## config.mk

```make
export PLATFORM = sky130hd
export DESIGN_NAME = multicycle_datapath
export DESIGN_NICKNAME = d
export VERILOG_FILES = /design/src/rtl/multicycle_datapath.sv
export SDC_FILE = /design/constraint.sdc
export NUM_CORES = 1
export LEC_CHECK = 0
export ABC_CLOCK_PERIOD_IN_PS = 3800
export BUFFER_PORTS_ARGS = -buffer_cell sky130_fd_sc_hd__buf_4
export CORE_MARGIN = 2
export CORE_UTILIZATION = 50
export DETAILED_ROUTE_END_ITERATION = 7
export MAX_ROUTING_LAYER = met4
export PLACE_DENSITY = 0.7
export SYNTH_ARGS = -nofsm -noshare
export SYNTH_HDL_FRONTEND = slang
export SYNTH_SLANG_ARGS = --single-unit
```

## constraint.sdc

```tcl
create_clock -name clk -period 3.8 [get_ports clk]
set_clock_uncertainty 0.05 [all_clocks]
set_input_delay 0.76 -clock clk [delete_from_list [all_inputs] [get_ports clk]]
set_output_delay 0.76 -clock clk [all_outputs]
set_load 0.02 [all_outputs]
```

## src/rtl/multicycle_datapath.sv

```systemverilog
// Multicycle datapath core: self-sequenced FETCH/DECODE/EXEC/MEM/WB engine
// driving separate instruction and data memory ports through req/ack handshakes.
module multicycle_datapath #(
    parameter int unsigned DATA_W    = 8,
    parameter int unsigned ADDR_W    = 8,
    parameter int unsigned REG_COUNT = 4
) (
    input  logic              clk,
    input  logic              reset,
    input  logic              enable,
    output logic              imem_req,
    output logic [ADDR_W-1:0] imem_addr,
    input  logic              imem_ack,
    input  logic [15:0]       imem_rdata,
    output logic              dmem_req,
    output logic              dmem_we,
    output logic [ADDR_W-1:0] dmem_addr,
    output logic [DATA_W-1:0] dmem_wdata,
    input  logic              dmem_ack,
    input  logic [DATA_W-1:0] dmem_rdata,
    output logic [ADDR_W-1:0] pc_out,
    output logic [DATA_W-1:0] result_out,
    output logic              flag_z,
    output logic              flag_c,
    output logic              halted,
    output logic              trap
);

    localparam int unsigned RA_W = $clog2(REG_COUNT);

    localparam logic [3:0] OP_ADD  = 4'h1;
    localparam logic [3:0] OP_SUB  = 4'h2;
    localparam logic [3:0] OP_AND  = 4'h3;
    localparam logic [3:0] OP_OR   = 4'h4;
    localparam logic [3:0] OP_XOR  = 4'h5;
    localparam logic [3:0] OP_ADDI = 4'h6;
    localparam logic [3:0] OP_LDI  = 4'h7;
    localparam logic [3:0] OP_LD   = 4'h8;
    localparam logic [3:0] OP_ST   = 4'h9;
    localparam logic [3:0] OP_BEQZ = 4'hA;
    localparam logic [3:0] OP_JMP  = 4'hB;
    localparam logic [3:0] OP_HALT = 4'hC;

    typedef enum logic [2:0] {
        S_FETCH,
        S_DECODE,
        S_EXEC,
        S_MEM,
        S_WB,
        S_HALT,
        S_TRAP
    } state_t;

    state_t            state;
    logic [ADDR_W-1:0] pc;
    logic [DATA_W-1:0] regs [REG_COUNT];
    logic [15:0]       ir;
    logic [DATA_W-1:0] op_a;
    logic [DATA_W-1:0] op_b;
    logic [DATA_W-1:0] load_data;
    logic              ack_held;

    // Instruction field decode from the latched instruction word
    logic [3:0]        op;
    logic [RA_W-1:0]   rd_idx;
    logic [RA_W-1:0]   rs_idx;
    logic [7:0]        imm;
    logic [DATA_W-1:0] imm_sext;
    logic [DATA_W-1:0] imm_zext;
    logic [ADDR_W-1:0] br_off;
    logic [ADDR_W-1:0] pc_inc;
    logic [ADDR_W-1:0] br_target;
    logic              is_alu;
    logic              unused_ir;

    assign op        = ir[15:12];
    assign rd_idx    = ir[8 +: RA_W];
    assign rs_idx    = ir[4 +: RA_W];
    assign imm       = ir[7:0];
    assign imm_sext  = DATA_W'($signed(imm));
    assign imm_zext  = DATA_W'(imm);
    assign br_off    = ADDR_W'($signed(imm));
    assign pc_inc    = pc + ADDR_W'(1);
    assign br_target = pc_inc + br_off;
    assign is_alu    = (op >= OP_ADD) && (op <= OP_LDI);
    assign unused_ir = ^ir[11:8];

    assign imem_addr = pc;
    assign pc_out    = pc;

    // ALU: borrow on SUB is simply a < b; logic ops and LDI leave carry clear
    logic [DATA_W:0]   alu_sum;
    logic [DATA_W-1:0] alu_res;
    logic              alu_c;

    always_comb begin
        alu_sum = '0;
        alu_res = '0;
        alu_c   = 1'b0;
        case (op)
            OP_ADD: begin
                alu_sum = {1'b0, op_a} + {1'b0, op_b};
                alu_res = alu_sum[DATA_W-1:0];
                alu_c   = alu_sum[DATA_W];
            end
            OP_SUB: begin
                alu_res = op_a - op_b;
                alu_c   = (op_a < op_b);
            end
            OP_AND:  alu_res = op_a & op_b;
            OP_OR:   alu_res = op_a | op_b;
            OP_XOR:  alu_res = op_a ^ op_b;
            OP_ADDI: begin
                alu_sum = {1'b0, op_a} + {1'b0, imm_sext};
                alu_res = alu_sum[DATA_W-1:0];
                alu_c   = alu_sum[DATA_W];
            end
            OP_LDI:  alu_res = imm_zext;
            default: ;
        endcase
    end

    // Sequencer; an ack seen while frozen is parked in ack_held until enable returns
    always_ff @(posedge clk or negedge reset) begin
        if (!reset) begin
            state      <= S_FETCH;
            pc         <= '0;
            ir         <= '0;
            op_a       <= '0;
            op_b       <= '0;
            load_data  <= '0;
            ack_held   <= 1'b0;
            imem_req   <= 1'b0;
            dmem_req   <= 1'b0;
            dmem_we    <= 1'b0;
            dmem_addr  <= '0;
            dmem_wdata <= '0;
            result_out <= '0;
            flag_z     <= 1'b0;
            flag_c     <= 1'b0;
            halted     <= 1'b0;
            trap       <= 1'b0;
            for (int i = 0; i < int'(REG_COUNT); i++) begin
                regs[i] <= '0;
            end
        end else begin
            case (state)
                S_FETCH: begin
                    if (imem_req && imem_ack) begin
                        ir       <= imem_rdata;
                        imem_req <= 1'b0;
                        if (enable) begin
                            state <= S_DECODE;
                        end else begin
                            ack_held <= 1'b1;
                        end
                    end else if (ack_held) begin
                        if (enable) begin
                            ack_held <= 1'b0;
                            state    <= S_DECODE;
                        end
                    end else if (enable && !imem_req) begin
                        // first fetch after reset raises the request here
                        imem_req <= 1'b1;
                    end
                end
                S_DECODE: begin
                    if (enable) begin
                        op_a <= regs[rd_idx];
                        op_b <= regs[rs_idx];
                        if (op == OP_HALT) begin
                            halted <= 1'b1;
                            state  <= S_HALT;
                        end else if (op > OP_HALT) begin
                            trap  <= 1'b1;
                            state <= S_TRAP;
                        end else begin
                            state <= S_EXEC;
                        end
                    end
                end
                S_EXEC: begin
                    if (enable) begin
                        if (is_alu) begin
                            pc         <= pc_inc;
                            result_out <= alu_res;
                            flag_z     <= (alu_res == '0);
                            flag_c     <= alu_c;
                            state      <= S_WB;
                        end else if (op == OP_LD || op == OP_ST) begin
                            pc         <= pc_inc;
                            dmem_req   <= 1'b1;
                            dmem_we    <= (op == OP_ST);
                            dmem_addr  <= ADDR_W'(op_b);
                            dmem_wdata <= op_a;
                            state      <= S_MEM;
                        end else begin
                            if (op == OP_JMP || (op == OP_BEQZ && op_a == '0)) begin
                                pc <= br_target;
                            end else begin
                                pc <= pc_inc;
                            end
                            imem_req <= 1'b1;
                            state    <= S_FETCH;
                        end
                    end
                end
                S_MEM: begin
                    if ((dmem_req && dmem_ack) || ack_held) begin
                        if (dmem_req) begin
                            dmem_req  <= 1'b0;
                            dmem_we   <= 1'b0;
                            load_data <= dmem_rdata;
                        end
                        if (enable) begin
                            ack_held <= 1'b0;
                            if (op == OP_LD) begin
                                state <= S_WB;
                            end else begin
                                imem_req <= 1'b1;
                                state    <= S_FETCH;
                            end
                        end else begin
                            ack_held <= 1'b1;
                        end
                    end
                end
                S_WB: begin
                    if (enable) begin
                        regs[rd_idx] <= (op == OP_LD) ? load_data : result_out;
                        imem_req     <= 1'b1;
                        state        <= S_FETCH;
                    end
                end
                S_HALT: ;
                S_TRAP: ;
                default: state <= S_FETCH;
            endcase
        end
    end

endmodule

```

# Yosys cells after proc, flatten, opt, wreduce, memory -nomap -nowiden
# Index checks and enable logic that the tools add are counted.
dict set report op_classes {
  n_bitwise 8
  muxes 57
  n_reduce_logical 31
  magnitude_cmp 7
  div_mod_pow 0
  multipliers 0
  shifts 0
  add_sub_neg 5
  n_eq_ne 32
}
# operator n
set ops {}
lappend ops {{two-way mux 8 bit} 9}
lappend ops {{case mux 8 bit (7 select lines)} 1}
lappend ops {{two-way mux 3 bit} 12}
lappend ops {{binary-select mux 8 bit (select 2 bit)} 2}
lappend ops {{bitwise mux 32 bit} 1}
lappend ops {{two-way mux 1 bit} 24}
lappend ops {{equality test 4 bit, second input constant} 5}
lappend ops {{!= test 2 bit, second input constant} 10}
lappend ops {{adder 8 x 8 -> 9 bit} 2}
lappend ops {{case mux 3 bit (6 select lines)} 1}
lappend ops {{demux 8 bit (select 2 bit)} 1}
lappend ops {{equality test 4 x 3 -> 1 bit, second input constant} 4}
lappend ops {{zero test 8 bit} 2}
lappend ops {{!= test 3 bit, second input constant} 4}
lappend ops {{AND reduction 3 bit} 4}
lappend ops {{AND reduction 10 bit} 1}
lappend ops {{equality test 3 bit, second input constant} 3}
lappend ops {{adder 8 x 1 -> 8 bit, second input constant} 1}
lappend ops {{adder 8 bit} 1}
lappend ops {{AND 8 bit} 1}
lappend ops {{equality test 4 x 2 -> 1 bit, second input constant} 2}
lappend ops {{< comparator 8 bit} 1}
lappend ops {{OR 8 bit} 1}
lappend ops {{AND reduction 2 bit} 4}
lappend ops {{27 further kinds} 43}
dict set report word_totals {
  mem_bits_rw 0
  in_bits 29
  word_cells 161
  mem_bits_ro 0
  reg_bits 115
  latchBits 0
  mem_count 0
}

# Depth between registers and ports, before layout
dict set report depth {
  word_depth 6
  depth_mapped 11
  ltp_nobuf 11
}

# Least setup slack after synthesis
# OpenSTA, ideal clock, no wires.
dict set report synth_path {
  path_kind {register to register}
  startpoint {register pc[0] (netlist: imem_addr[0])}
  endpoint {register pc[7] (netlist: imem_addr[7])}
  synth_period_minus_slack_ns 2.643
  setup_time_ns 0.126
  arrival_time_ns 2.467
  path_slack_ns 1.157
  n_path_buf 0
  required_time_ns 3.624
  path_stages_with_launch 10
  path_cell_list {dfrtp_1 > ha_1 > ha_1 > a21o_1 > a211oi_1 > nor2_1 > o41ai_4 > xnor2_1 > a2111oi_0 > a311o_1}
}
dict set report synth_via {
  elab_chain_len 5
}
# item line
set synth_rtl {}
lappend synth_rtl {{from (decl)} 55} ;# logic [ADDR_W-1:0] pc;
lappend synth_rtl {{from (signal assigned)} 185} ;# pc <= pc_inc;
lappend synth_rtl {{from (signal assigned)} 191} ;# pc <= pc_inc;
lappend synth_rtl {{from (signal assigned)} 199} ;# pc <= br_target;
lappend synth_rtl {{adder 8 x 1 -> 8 bit *} 83} ;# assign pc_inc = pc + ADDR_W'(1);
lappend synth_rtl {{adder 8 bit} 84} ;# assign br_target = pc_inc + br_off;
lappend synth_rtl {{two-way mux 8 bit} 198} ;# if (op == OP_JMP || (op == OP_BEQZ && op_a == '0)) begin
lappend synth_rtl {{two-way mux 8 bit} 190} ;# end else if (op == OP_LD || op == OP_ST) begin
lappend synth_rtl {{two-way mux 8 bit *} 184} ;# if (is_alu) begin
# Every way passes the cells marked *; elsewhere a longest branch is shown, timed or not.
# A chain may end at the register's enable or synchronous reset.

# Worst setup path after layout
dict set report layout_path {
  startpoint {register op_a[1]}
  endpoint {register flag_z}
}
dict set report layout_via {
  elab_chain_len 3
}
# item line
set layout_rtl {}
lappend layout_rtl {{from (decl)} 58} ;# logic [DATA_W-1:0] op_a;
lappend layout_rtl {{from (signal assigned)} 169} ;# op_a <= regs[rd_idx];
lappend layout_rtl {{adder 8 x 8 -> 9 bit, or another cell as far along} 114} ;# alu_sum = {1'b0, op_a} + {1'b0, imm_sext};
lappend layout_rtl {{case mux 8 bit (7 select lines) *} 100} ;# case (op)
lappend layout_rtl {{zero test 8 bit *} 187} ;# flag_z <= (alu_res == '0);
lappend layout_rtl {{to (signal assigned)} 187}
lappend layout_rtl {{to (decl)} 23} ;# output logic flag_z,
# Marks and branches as above.

==> key figures <==
Run status
  – Outcome: finished, final reports clean

GRT
  – Vias in the first global route: about 5800
  – Initial antenna violation count: 0
  – GRT Overall Usage: between 20% and 30%
  – Largest net degree at the start of global routing: 60
  – First-pass GRT wire length: between 20000 and 30000 um
  – Grt ovf: 0

Floorplan
  – Die width: about 120 um
  – Die Height: about 120 um
  – Row cnt: between 40 and 50
  – Die area: 15300 um^2
  – Core region area: approximately 14000 um^2
  – IO Pins: 76
  – Initial Utilization: roughly 51%

Timing
  – Final Hold Viols: 0
  – Fmax: 314 MHz
  – Final min period: between 3 and 4 ns
  – # setup viols final: 0
  – Worst-Margin Slew: between 1 and 1.5 ns
  – Rel. slew slack: roughly 28%
  – Unrepaired setup endpoints after global routing: no
  – Final worst-path cycle share: 83.8%
  – Final setup margin: ~0.61 ns
  – Setup TNS: 0 ns
  – Max Slew Vio Count: 0

Place
  – RePlAce Congestion: between 0.9 and 1
  – Final HPWL DP: 14300 um
  – Dpl cells: just under 1000
  – IO buf count: between 70 and 80
  – Place WS: between 0.6 and 0.7 ns

Setup path
  – Crit start category: register
  – CP max stage cell: or4_1
  – Worst path buffer plus inverter count: 1
  – Crit path max fanout: 6
  – FF-to-FF path depth: 9
  – CP arrival: approximately 3.5 ns
  – CP required: approximately 4 ns
  – Worst path max stage delay: roughly 0.57 ns
  – Worst R2R End: flag_z$_DFFE_PN0P_
  – WS Path Type: reg -> reg
  – Worst setup EP type: register
  – CP top delay family: compound AO/OA/AOI/OAI gates
  – Crit path cell chain: inv_1 -> ha_1 -> or2_1 -> a22o_1 -> xor2_1 -> a221oi_1 -> o311ai_0 -> or4_1 -> o22ai_2
  – Worst r2r src: op_a[1]$_DFFE_PN0P_
  – Reg2Reg Setup Slack: 0.61 ns

Finish
  – # diodes: 0
  – Number of standard cells in the final layout excluding fillers: approximately 1000
  – Layout area overhead: 16.6%
  – Layout cells sized above 1: around a fifth
  – Nets@finish: between 800 and 900

Drt
  – Final WL: 19200 um
  – Drt wl/cell: 19.4 um
  – Vias per inst: 5.93
  – Routed vias: roughly 5900
  – DRT Pass-1 Iters: 5
  – Final ANT Viol Nets: 0
  – DRT iter0 DRCs: 460
  – DRC: 0

Clocking
  – Reg clk slew, reported paths: 0.05 ns
  – Root Buffer Master: clkbuf_16
  – CTS Buf Count: 17
  – Hold Buf Count CTS: 0
  – CTS H-tree depth: 4
  – Clk_lat worst skew: approximately 0.42 ns
  – CTS max path bufs: 2
  – CTS Sinks: between 100 and 150
  – CTS tree: yes
  – Gates resized, CTS repair: 0
  – Post-CTS Setup Bufs: 0

Hold path
  – Worst min-delay path class: in -> async

Logic synthesis
  – Syn nets: ~800
  – EDFF count, synth: 0
  – Mapped Cells: about 750
  – Mapped cell area: between 7000 and 8000 um^2
  – Post-synth cell types: 74
  – Synth Register Bits: between 100 and 150
  – Most common flop cell mapped by yosys: dfrtp_1
  – Async SR Flop Fraction: 100%
  – Register area share after synthesis: between 30% and 40%
  – Syn. warnings: 0
  – Mean Syn Cell Area: about 9.6 um^2

Pwr
  – Combinational share of power: roughly half
  – Leak: between 3 and 4 nW
  – Sw Ratio: between 40% and 50%
  – IR drop worst, VDD: 0.419 mV
  – Clk pwr share: about 20%
  – PD cells: 970 nW/um^2
  – Flop pwr share: 29.6%
  – Int Power: 4.55 mW
  – Switching pwr: roughly 3.6 mW

Job
  – Max-cap violations: 0
## worst max-delay path by stage
stage / slack, ns / to / startpoint / cells after the start
finish: 0.61 / flag_z$_DFFE_PN0P_ / op_a[1]$_DFFE_PN0P_ / 9
global route: 0.43 / dmem_addr[0]$_DFFE_PN0P_ / ir[14]$_DFFE_PN0P_ / 6
CTS: 0.67 / flag_z$_DFFE_PN0P_ / op_a[1]$_DFFE_PN0P_ / 9
detailed placement: 0.68 / flag_z$_DFFE_PN0P_ / op_a[1]$_DFFE_PN0P_ / 9
global placement: 0.69 / flag_z$_DFFE_PN0P_ / op_a[1]$_DFFE_PN0P_ / 9
floorplan: 1.16 / imem_addr[7]$_DFFE_PN0P_ / imem_addr[0]$_DFFE_PN0P_ / 9
## layout make-up
type                    count  area [um^2]
fillers                  1170         5580
clock buffers              21          460
clock inverters            10          134
repair buffers             83          636
inverters                  34          128
flip-flops and latches    113         2830
multi-input cells         552         3950
well taps                 180          225
## routing by layer
layer,global-route usage [%],up-vias,wire length [um]
li1,-,2780,-
met1,32.7,2906,8200
met2,44.5,162,9520
met3,5.86,37,1040
met4,9.66,0,462
met5,-,-,0
## registers in the layout (all words and copies together) (netlist names)
register	flops
halted	1
state	3
trap	1
flag_z	1
ack_held	1
dmem_wdata	8
result_out	8
load_data	8
imem_req	1
op_b	8
ir	14
regs	32
op_a	8
dmem_we	1
dmem_req	1
imem_addr	8
dmem_addr	8
flag_c	1
## cell usage in the layout, fill, tap and decap left out, drive strengths merged, types with 5 or more instances in the layout
cell | synthesis | routed
o21bai | 5 | 5
a21o | 5 | 5
nor3 | 22 | 22
o22ai | 6 | 6
o21a | 6 | 6
nor2 | 39 | 39
a21oi | 38 | 38
xor2 | 9 | 9
nand3 | 12 | 12
xnor2 | 10 | 10
clkbuf | 22 | 21
mux2 | 25 | 25
mux2i | 17 | 17
nand2 | 94 | 94
inv | 34 | 35
nand4 | 6 | 6
mux4 | 16 | 16
dfrtp | 113 | 113
a211oi | 5 | 5
nand2b | 7 | 7
o21ai | 95 | 95
buf | 25 | 83
ha | 41 | 41
o211ai | 5 | 5
or3 | 8 | 8
nor2b | 9 | 9
nor3b | 9 | 9
## cell usage after synthesis (6+ instances only)
| master | instances | area share (%) |
|---|---|---|
| a21oi_1 | 37 | 2.6 |
| buf_2 | 7 | 0.49 |
| buf_4 | 12 | 1.3 |
| clkbuf_1 | 22 | 1.2 |
| dfrtp_1 | 113 | 39 |
| ha_1 | 41 | 7.2 |
| inv_1 | 34 | 1.8 |
| mux2_2 | 23 | 3.6 |
| mux2i_1 | 17 | 2.4 |
| mux4_2 | 16 | 5.0 |
| nand2_1 | 94 | 4.9 |
| nand2b_1 | 7 | 0.61 |
| nand3_1 | 12 | 0.84 |
| nor2_1 | 39 | 2.0 |
| nor2b_1 | 9 | 0.79 |
| nor3_1 | 20 | 1.4 |
| nor3b_1 | 8 | 0.84 |
| o21a_1 | 6 | 0.63 |
| o21ai_0 | 90 | 6.3 |
| or3_1 | 8 | 0.70 |
| xnor2_1 | 10 | 1.2 |
| xor2_1 | 9 | 1.1 |
## power by group through the flow
stage          clock (mW)  sequential, mW  combinational, mW
2_1_floorplan           0            2.25               3.01
3_3_place_gp            0            2.37               3.97
3_5_place_dp            0            2.41               4.05
4_1_cts              1.63            2.39               4.09
5_1_grt              1.69            2.48               4.49
6_report             1.61            2.40               4.10
## cells by family after synthesis
group	Yosys count	share of synthesized area, %
AO/OA/AOI/OAI	196	16.6
XOR/XNOR	19	2.32
adder cells (fa/ha/maj)	45	8.27
buffers and inverters	81	5.51
flip-flops	113	39.4
multiplexers	58	11.4
AND/OR/NAND/NOR	234	16.5
## through the flow
stage / util (%) / area [um^2] / power, mW / hold slack [ns]
4_1_cts: 60.0 / 8360 / 8.11 / 0.361
3_3_place_gp: 55.7 / 7760 / 6.34 / 0.400
2_1_floorplan: - / 7170 / 5.26 / 0.411
5_1_grt: 60.0 / 8360 / 8.66 / 0.391
6_report: 60.0 / 8360 / 8.11 / 0.337
3_5_place_dp: 55.7 / 7760 / 6.45 / 0.398
No activity file was read; power rests on OpenSTA's default activity.
